**src/rtl/gf_pkg.sv**
```systemverilog
// GF(2^SYMB_WIDTH) field constants and constant-time helpers shared by the RS encoder/decoder chain.
// Field is built on the primitive polynomial PRIM_POLY with alpha = x (0x2).
package gf_pkg;
    localparam int SYMB_WIDTH = 4;
    localparam int T_LEN      = 2;
    localparam int SYMB_NUM   = 1 << SYMB_WIDTH;
    localparam logic [SYMB_WIDTH:0] PRIM_POLY = 5'h13;

    typedef logic [2*T_LEN-1:0][SYMB_WIDTH-1:0] gen_t;

    function automatic logic [SYMB_WIDTH-1:0] gf_mult(input logic [SYMB_WIDTH-1:0] a,
                                                      input logic [SYMB_WIDTH-1:0] b);
        logic [SYMB_WIDTH-1:0] r;
        logic [SYMB_WIDTH-1:0] aa;
        r  = '0;
        aa = a;
        for (int i = 0; i < SYMB_WIDTH; i++) begin
            if (b[i]) r = r ^ aa;
            aa = {aa[SYMB_WIDTH-2:0], 1'b0} ^ (aa[SYMB_WIDTH-1] ? PRIM_POLY[SYMB_WIDTH-1:0] : '0);
        end
        return r;
    endfunction

    // g(x) = prod (x + alpha^i), i = 0..2*T_LEN-1; the monic top coefficient is dropped.
    function automatic gen_t gen_poly();
        logic [2*T_LEN:0][SYMB_WIDTH-1:0] c;
        logic [SYMB_WIDTH-1:0]            root;
        c    = '0;
        c[0] = SYMB_WIDTH'(1);
        root = SYMB_WIDTH'(1);
        for (int i = 0; i < 2*T_LEN; i++) begin
            for (int j = 2*T_LEN; j > 0; j--)
                c[j] = c[j-1] ^ gf_mult(c[j], root);
            c[0] = gf_mult(c[0], root);
            root = gf_mult(root, SYMB_WIDTH'(2));
        end
        return c[2*T_LEN-1:0];
    endfunction
endpackage

```
**src/rtl/rs_enc_stream.sv**
```systemverilog
// Systematic RS encoder: forwards K_LEN message symbols, then appends 2*T_LEN LFSR parity symbols.
// Latency: one cycle from input handshake to registered output; one symbol per cycle sustained.
// Backpressure: output register, LFSR and counters hold while data_vld_o && !data_rdy_i.
module rs_enc_stream #(
    parameter int K_LEN = gf_pkg::SYMB_NUM - 1 - 2*gf_pkg::T_LEN
) (
    input  logic                          aclk,
    input  logic                          aresetn,
    input  logic [gf_pkg::SYMB_WIDTH-1:0] data_i,
    input  logic                          data_vld_i,
    input  logic                          data_last_i,
    output logic                          data_rdy_o,
    output logic [gf_pkg::SYMB_WIDTH-1:0] data_o,
    output logic                          data_vld_o,
    output logic                          data_last_o,
    input  logic                          data_rdy_i,
    output logic                          enc_err_o
);
    import gf_pkg::*;

    localparam int SW   = SYMB_WIDTH;
    localparam int NPAR = 2*T_LEN;
    localparam int MW   = (K_LEN > 1) ? $clog2(K_LEN) : 1;
    localparam int PW   = $clog2(NPAR);
    localparam logic [MW-1:0] MSG_LAST = MW'(K_LEN-1);
    localparam logic [PW-1:0] PAR_LAST = PW'(NPAR-1);
    localparam gen_t G = gen_poly();

    localparam logic PH_MSG = 1'b0;
    localparam logic PH_PAR = 1'b1;

    logic                       phase;
    logic [MW-1:0]              msg_cnt;
    logic [PW-1:0]              par_cnt;
    logic [NPAR-1:0][SW-1:0]    p;
    logic [NPAR-1:0][SW-1:0]    p_nxt;
    logic [SW-1:0]              fb;
    logic                       adv;
    logic                       in_hs;
    logic                       msg_last;
    logic                       par_last;

    assign adv        = !data_vld_o || data_rdy_i;
    assign data_rdy_o = (phase == PH_MSG) && adv;
    assign in_hs      = data_vld_i && data_rdy_o;
    assign msg_last   = (msg_cnt == MSG_LAST);
    assign par_last   = (par_cnt == PAR_LAST);
    assign fb         = data_i ^ p[NPAR-1];

    // Message phase divides by g(x); parity phase just shifts the remainder out with zero feed.
    always_comb begin
        p_nxt = p;
        if (phase == PH_MSG) begin
            p_nxt[0] = gf_mult(fb, G[0]);
            for (int j = 1; j < NPAR; j++)
                p_nxt[j] = p[j-1] ^ gf_mult(fb, G[j]);
        end else begin
            p_nxt[0] = '0;
            for (int j = 1; j < NPAR; j++)
                p_nxt[j] = p[j-1];
        end
    end

    always_ff @(posedge aclk or negedge aresetn) begin
        if (!aresetn) begin
            phase       <= PH_MSG;
            msg_cnt     <= '0;
            par_cnt     <= '0;
            p           <= '0;
            data_o      <= '0;
            data_vld_o  <= 1'b0;
            data_last_o <= 1'b0;
            enc_err_o   <= 1'b0;
        end else begin
            // The internal count is authoritative; a disagreeing last flag is only reported.
            enc_err_o <= in_hs && (data_last_i != msg_last);
            if (adv) begin
                if (phase == PH_MSG) begin
                    data_last_o <= 1'b0;
                    if (data_vld_i) begin
                        data_o     <= data_i;
                        data_vld_o <= 1'b1;
                        p          <= p_nxt;
                        if (msg_last) begin
                            msg_cnt <= '0;
                            phase   <= PH_PAR;
                        end else begin
                            msg_cnt <= msg_cnt + MW'(1);
                        end
                    end else begin
                        data_vld_o <= 1'b0;
                    end
                end else begin
                    data_o      <= p[NPAR-1];
                    data_vld_o  <= 1'b1;
                    data_last_o <= par_last;
                    p           <= p_nxt;
                    if (par_last) begin
                        par_cnt <= '0;
                        phase   <= PH_MSG;
                    end else begin
                        par_cnt <= par_cnt + PW'(1);
                    end
                end
            end
        end
    end
endmodule
```
**config.mk**
```make
export PLATFORM = sky130hd
export DESIGN_NAME = rs_enc_stream
export DESIGN_NICKNAME = d
export VERILOG_FILES = /design/src/rtl/gf_pkg.sv /design/src/rtl/rs_enc_stream.sv
export SDC_FILE = /design/constraint.sdc
export NUM_CORES = 1
export LEC_CHECK = 0
export BUFFER_PORTS_ARGS = -buffer_cell sky130_fd_sc_hd__buf_2
export CAP_MARGIN = 20
export CORE_MARGIN = 1
export CORE_UTILIZATION = 60
export CTS_CLUSTER_SIZE = 30
export DETAILED_ROUTE_END_ITERATION = 8
export PLACE_DENSITY = 0.81
export SYNTH_ARGS = -nofsm -noshare
export SYNTH_HDL_FRONTEND = slang
export SYNTH_SLANG_ARGS = --single-unit
```
**constraint.sdc**
```tcl
create_clock -name aclk -period 4.6 [get_ports aclk]
set_input_delay 0.92 -clock aclk [delete_from_list [all_inputs] [get_ports aclk]]
set_output_delay 0.92 -clock aclk [all_outputs]
set_load 0.03 [all_outputs]
```
==> reports/qor.txt, run 1 <==
Pint: 773.6 µW
DR iter-0 viols: 9
fin crit share: 0.5455
# resized after CTS: 0
Post-Syn Area: 0.001534 mm²
reg2reg path depth: 5
first-pass iteration count of the detailed router: 4
antenna violations before repair: 0
gp weighted congestion: 0.7881
CTS Sinks: 30
top cells by count, synth: dfrtp_1 (30), nand2_1 (24), xnor2_1 (18)
Core Region: 0.002318 mm²
mean post-synth cell area: 10.23 µm²
CTS Buffer Depth: 2
Comb power frac: 0.511
post-synthesis sequential area ratio: 0.4894
first-pass GRT wire length: 4.381 mm
RR Endpoint: msg_cnt[3]
pwr dens: 789.5 mW/mm²
Setup-failing EPs final: 0
CP Max Fanout: 24
Final Critical Period: 2509 ps
post-synth top area cell: dfrtp_1
M3 GR Usage: 0.06377
total grt overflow: 0
H-tree levels: 2
Max Cap Viol: 0
Arr. time, crit path: 1590 ps
Post-Syn Nets: 160
library cells used by synthesis: 32
Die ar.: 0.002763 mm²
Clock Skews: 2.086 ps
Fin Setup TNS: 0 ps
status: complete, no violations
setup bufs post-CTS: 0
antenna-violating nets left: 0
Worst-Margin Slew: 842.8 ps
global-route usage over all layers: 0.2309
die height: 52.57 µm
flops & latches, synth: 30
RSZ-0062 raised after global routing: false
Clk pwr share: 0.104
Worst R2R Setup Slack: 2640 ps
WS Path Type: reg2out
placed cell areas: 0.001634 mm²
final std cells w/o fill: 195
via count: 1046
post-place setup slack: 2185 ps
clk slew on worst S/H paths: 80 ps
Synth Instances: 150
final wirelength: 2.573 mm
# diodes: 0
# rows: 17
Net Sw Frac: 0.4165
Crit. path cell count: 2
launching point of the worst reg2reg path: phase
met1 GRT Util: 0.2741
Root Buffer: clkbuf_4
Ys Warns: 0
CP required: 3680 ps
max_slew headroom: 0.4382
Via density: 5.364
leak pwr: 0.0007586 µW
Fin. Hold Viols: 0
ys async rst share: 1.000
post-synth top area share: 0.4894
P_sw: 552.1 µW
# DRC: 0
CTS tree: done
CTS Buf Count: 5
Area Growth Syn to Fin: 9.462%
PortBufs: 16
Fillers: 187
dpl hpwl: 1.817 mm
Crit path max-delay family: flip-flops
Hold WC Path Type: reg2reg
cell area after layout: 0.001679 mm²
FF/Latch Area: 750.7 µm²
final setup margin: 2091 ps
routed len/inst: 13.19 µm
busiest grt layer: met2
later-pin clock latency in the skew report: 320 ps
largest net degree at the start of global routing: 38
IO Pins: 17
number of enable flip-flop cells after synthesis: 0
crit end category: output port
Sequential Power Share: 0.384
maximum vdd drop: 0.4964 mV
worst setup path end: data_rdy_o
initial core utilization: 0.6616
dominant synthesized flop cell: dfrtp_1
CP cell instances: nor2_1 -> buf_2
Slew Viols, Final: 0
slowest stage delay, CP: 900 ps
Nets: 177
post-layout util: 0.7242
Max Clock Freq: 398.5 MHz
Buf+Inv Stages, Crit Path: 1
Synth area leaders: dfrtp_1 (49%), xnor2_1 (10%), nand2_1 (5.9%)
CP max-delay cell: dfrtp_1
Multi-input gate area: 757.0 µm²
CP Launch Type: flip-flop
placed instance count: 188
ratio of cells with drive above 1 in the final layout: 0.1677
CTS Hold Bufs: 0
most frequent cell after synthesis: dfrtp_1
number of global-route vias before repair: 1027
worst setup path startpoint: phase
met2 usage: 0.3840
Die X: 52.57 µm
==> power groups by stage <==
stage | Combinational, µW | Sequential, µW | Clock (µW)
after CTS | 688 | 509 | 145
after global routing | 755 | 528 | 152
after detailed placement | 685 | 515 | 0
after global placement | 657 | 505 | 0
after floorplan | 555 | 507 | 0
final | 678 | 510 | 138
==> flip-flops by register name, summed over array words and instances, names as in the netlist <==
name	count
data_vld_o	1
data_o	4
phase	1
par_cnt	2
enc_err_o	1
msg_cnt	4
p	16
data_last_o	1
==> cell usage in the layout (no fill, tap or decap), types with 2 or more instances in the layout <==
cell and n:
mux2i_1 4, nand2b_1 2, nor2b_1 2, xnor2_2 2, nand3_1 2, clkbuf_4 5
dfrtp_1 30, xnor2_1 18, o21ai_0 15, buf_2 16, nand2_1 24, a31oi_1 2
xnor3_1 2, o21ai_1 6, nor2_1 12, a21o_1 2, clkbuf_1 2, nor3_1 3
xor2_1 2
==> cells by family after synthesis <==
kind of cell | Yosys count | synth area share
and+or+nand+nor | 48 | 0.1362
buffers and inverters | 8 | 0.01957
DFF | 30 | 0.4894
adders and majority gates | 1 | 0.008155
muxes | 5 | 0.03344
xor gates and xnor gates | 26 | 0.1933
AOI/OAI and AO/OA | 32 | 0.1199
==> tightest hold or removal path, delay by kind of cell, from the launching register on <==
family           cells  cell delay (ps)
flip-flops           1              340
AO/OA/AOI/OAI        1               60
AND/OR/NAND/NOR      1               40
==> cell type report <==
class | count | share of cell area
Multi-Input combinational cell | 112 | 0.4508
Sequential cell | 30 | 0.4471
Timing Repair Buffer | 17 | 0.05216
Clock buffer | 7 | 0.02683
Tap cell | 28 | 0.02086
Inverter | 1 | 0.002235
==> metrics by stage <==
| step | total power (µW) | hold slack (ps) |
|---|---|---|
| finish | 1326 | 479.6 |
| global route | 1436 | 512.4 |
| CTS | 1342 | 485.7 |
| detailed placement | 1200 | 466.2 |
| global placement | 1162 | 458.2 |
| floorplan | 1062 | 470.4 |
==> worst min path at each step <==
stage / to / slack, ps / startpoint / cells past startpoint
floorplan: p[0] / 470 / p[0] / 2
global placement: data_o[2] / 460 / data_o[2] / 2
detailed placement: data_o[2] / 470 / data_o[2] / 2
CTS: data_o[3] / 490 / data_o[3] / 2
global route: data_o[1] / 510 / data_o[1] / 2
finish: data_o[2] / 480 / data_o[2] / 2
==> per-layer routing <==
layer	part of all wire	vias to the layer above	wire [µm]
met4	0.018	0	47
met2	0.48	17	1237
met5	0	-	0
met1	0.47	489	1202
li1	-	535	-
met3	0.033	5	86
(Power assumes the default switching activity.)
==> inputs of run 2 (changes only) <==
- CORE_UTILIZATION: 60 -> 57
- PLACE_DENSITY: 0.81 -> 0.78
- clock period: 4.6 -> 2.37 ns (I/O delays scaled with it)
==> reports/qor.txt, run 2 (same netlist as run 1, synthesis figures left out) <==
status: complete, no violations (unchanged)
Fin Setup TNS: 0 ps (unchanged)
# DRC: 0 (unchanged)
CP required: 2590 ps (was 3680 ps)
Clk pwr share: 0.104 (about the same)
largest net degree at the start of global routing: 37 (was 38)
later-pin clock latency in the skew report: 330 ps (was 320 ps)
max FFs per register: 16 (unchanged)
CTS Sinks: 30 (unchanged)
CP cell instances: xnor2_2 -> xnor2_1 -> xnor2_1 -> o21a_1 -> o31a_1 (was nor2_1 -> buf_2)
Clock Skews: 10.14 ps (was 2.086 ps)
ratio of cells with drive above 1 in the final layout: 0.1775 (was 0.1677)
RSZ-0062 raised after global routing: false (unchanged)
dpl hpwl: 1.836 mm (was 1.817 mm)
H-tree levels: 2 (unchanged)
Root Buffer: clkbuf_4 (unchanged)
initial core utilization: 0.6136 (was 0.6616)
Max Cap Viol: 0 (unchanged)
slowest stage delay, CP: 430 ps (was 900 ps)
Fin. Hold Viols: 0 (unchanged)
crit end category: flip-flop (was output port)
CTS Buf Count: 5 (unchanged)
global-route usage over all layers: 0.2173 (was 0.2309)
Nets: 179 (was 177)
Comb power frac: 0.531 (was 0.511)
Setup-failing EPs final: 0 (unchanged)
P_sw: 1071 µW (was 552.1 µW)
maximum vdd drop: 0.8914 mV (was 0.4964 mV)
Area Growth Syn to Fin: 10.60% (was 9.462%)
Reg with most FFs: p (unchanged)
most used cell, CP: xnor2_1
PortBufs: 16 (unchanged)
Die X: 53.88 µm (was 52.57 µm)
# diodes: 0 (unchanged)
routed len/inst: 12.77 µm (was 13.19 µm)
most frequent cells in the layout: dfrtp_1 (30), nand2_1 (24), xnor2_1 (18), buf_2 (16), o21ai_0 (15) (unchanged)
final wirelength: 2.542 mm (was 2.573 mm)
Net Sw Frac: 0.4128 (was 0.4165)
CP Max Fanout: 6 (was 24)
Max Clock Freq: 576.6 MHz
pwr dens: 1529 mW/mm² (was 789.5 mW/mm²)
CTS Buffer Depth: 2 (unchanged)
fin crit share: 0.7318
Largest regs: p (16), data_o (4), msg_cnt (4) (unchanged)
Core Region: 0.002500 mm² (was 0.002318 mm²)
antenna-violating nets left: 0 (unchanged)
Arr. time, crit path: 1950 ps (was 1590 ps)
gp weighted congestion: 0.7582 (was 0.7881)
CTS Hold Bufs: 0 (unchanged)
commonest non-fill, non-tap cell in the layout: dfrtp_1 (unchanged)
CP max-delay cell: dfrtp_1 (unchanged)
total grt overflow: 0 (unchanged)
antenna violations before repair: 0 (unchanged)
Worst-Margin Slew: 652.3 ps (was 842.8 ps)
Final Critical Period: 1734 ps
CTS tree: done (unchanged)
leak pwr: 0.0007684 µW (was 0.0007586 µW)
via count: 1070 (was 1046)
post-layout util: 0.6787 (was 0.7242)
Sequential Power Share: 0.365 (was 0.384)
Hold WC Path Type: in2async (was reg2reg)
Fillers: 207 (was 187)
setup bufs post-CTS: 0 (unchanged)
# rows: 18 (was 17)
Pint: 1523 µW (was 773.6 µW)
clk slew on worst S/H paths: 80 ps (about the same)
die height: 53.88 µm (was 52.57 µm)
Via density: 5.377 (was 5.364)
# resized after CTS: 0 (unchanged)
DR iter-0 viols: 18 (was 9)
IO Pins: 17 (unchanged)
Die ar.: 0.002903 mm² (was 0.002763 mm²)
Slew Viols, Final: 0 (unchanged)
number of global-route vias before repair: 1032 (was 1027)
max_slew headroom: 0.5652 (was 0.4382)
WS Path Type: reg2reg (was reg2out)
CP Launch Type: flip-flop (unchanged)
first-pass GRT wire length: 4.215 mm (was 4.381 mm)
first-pass iteration count of the detailed router: 4 (unchanged)
## run 2: worst paths after layout
check	from	endpoint	slack, ps	depth (start not counted)
worst min-delay path	aresetn	p[8]	160	1
worst max register to register	p[12]	p[12]	640	5
max in group asynchronous	aresetn	p[11]	1780	1
worst min register to register	data_o[0]	data_o[0]	480	2
worst max-delay path	p[12]	p[12]	640	5
min in group aclk	data_vld_i	data_vld_o	410	2
## run 2: worst max-delay path: cells and delay by family, from the launching register on
| family | cells | cell delay, ps |
|---|---|---|
| DFF | 1 | 430 |
| xor gates and xnor gates | 3 | 750 |
| AOI/OAI and AO/OA | 2 | 440 |
## run 2: power groups by stage
stage | combinational [µW] | clock, µW | sequential (µW)
global route | 1540 | 301 | 980
CTS | 1400 | 283 | 950
detailed placement | 1390 | 0 | 960
finish | 1380 | 271 | 946
floorplan | 1080 | 0 | 984
global placement | 1350 | 0 | 943
## run 2: final cells by class
cell class                 count  area, µm²  area share
clock buffer                   7      45.04     0.02655
inverter                       1      3.754    0.002212
multi-input combinational    112      757.0      0.4462
sequential                    30      750.7      0.4425
tap                           30      37.54     0.02212
timing repair buffer          19      102.6     0.06047
## run 2: per-layer routing
metal / global-route usage / part of all wire / vias up
met1: 0.2182 / 0.43 / 507
met3: 0.05932 / 0.033 / 8
met4: 0.1447 / 0.027 / 0
li1: - / - / 540
met5: 0 / 0 / -
met2: 0.3868 / 0.51 / 15
## run 2: stage by stage
stage                     hold slack (ps)  setup WS (ps)  total power, µW  cells  instance area (µm²)
after CTS                           180.7          631.7             2630    199                 1697
after global placement              449.5          543.2             2288    192                 1652
after global routing                218.7          547.7             2825    199                 1697
after floorplan                     178.4          610.0             2062    150                 1534
final                               164.2          635.6             2594    199                 1697
after detailed placement            460.9          491.5             2352    192                 1652
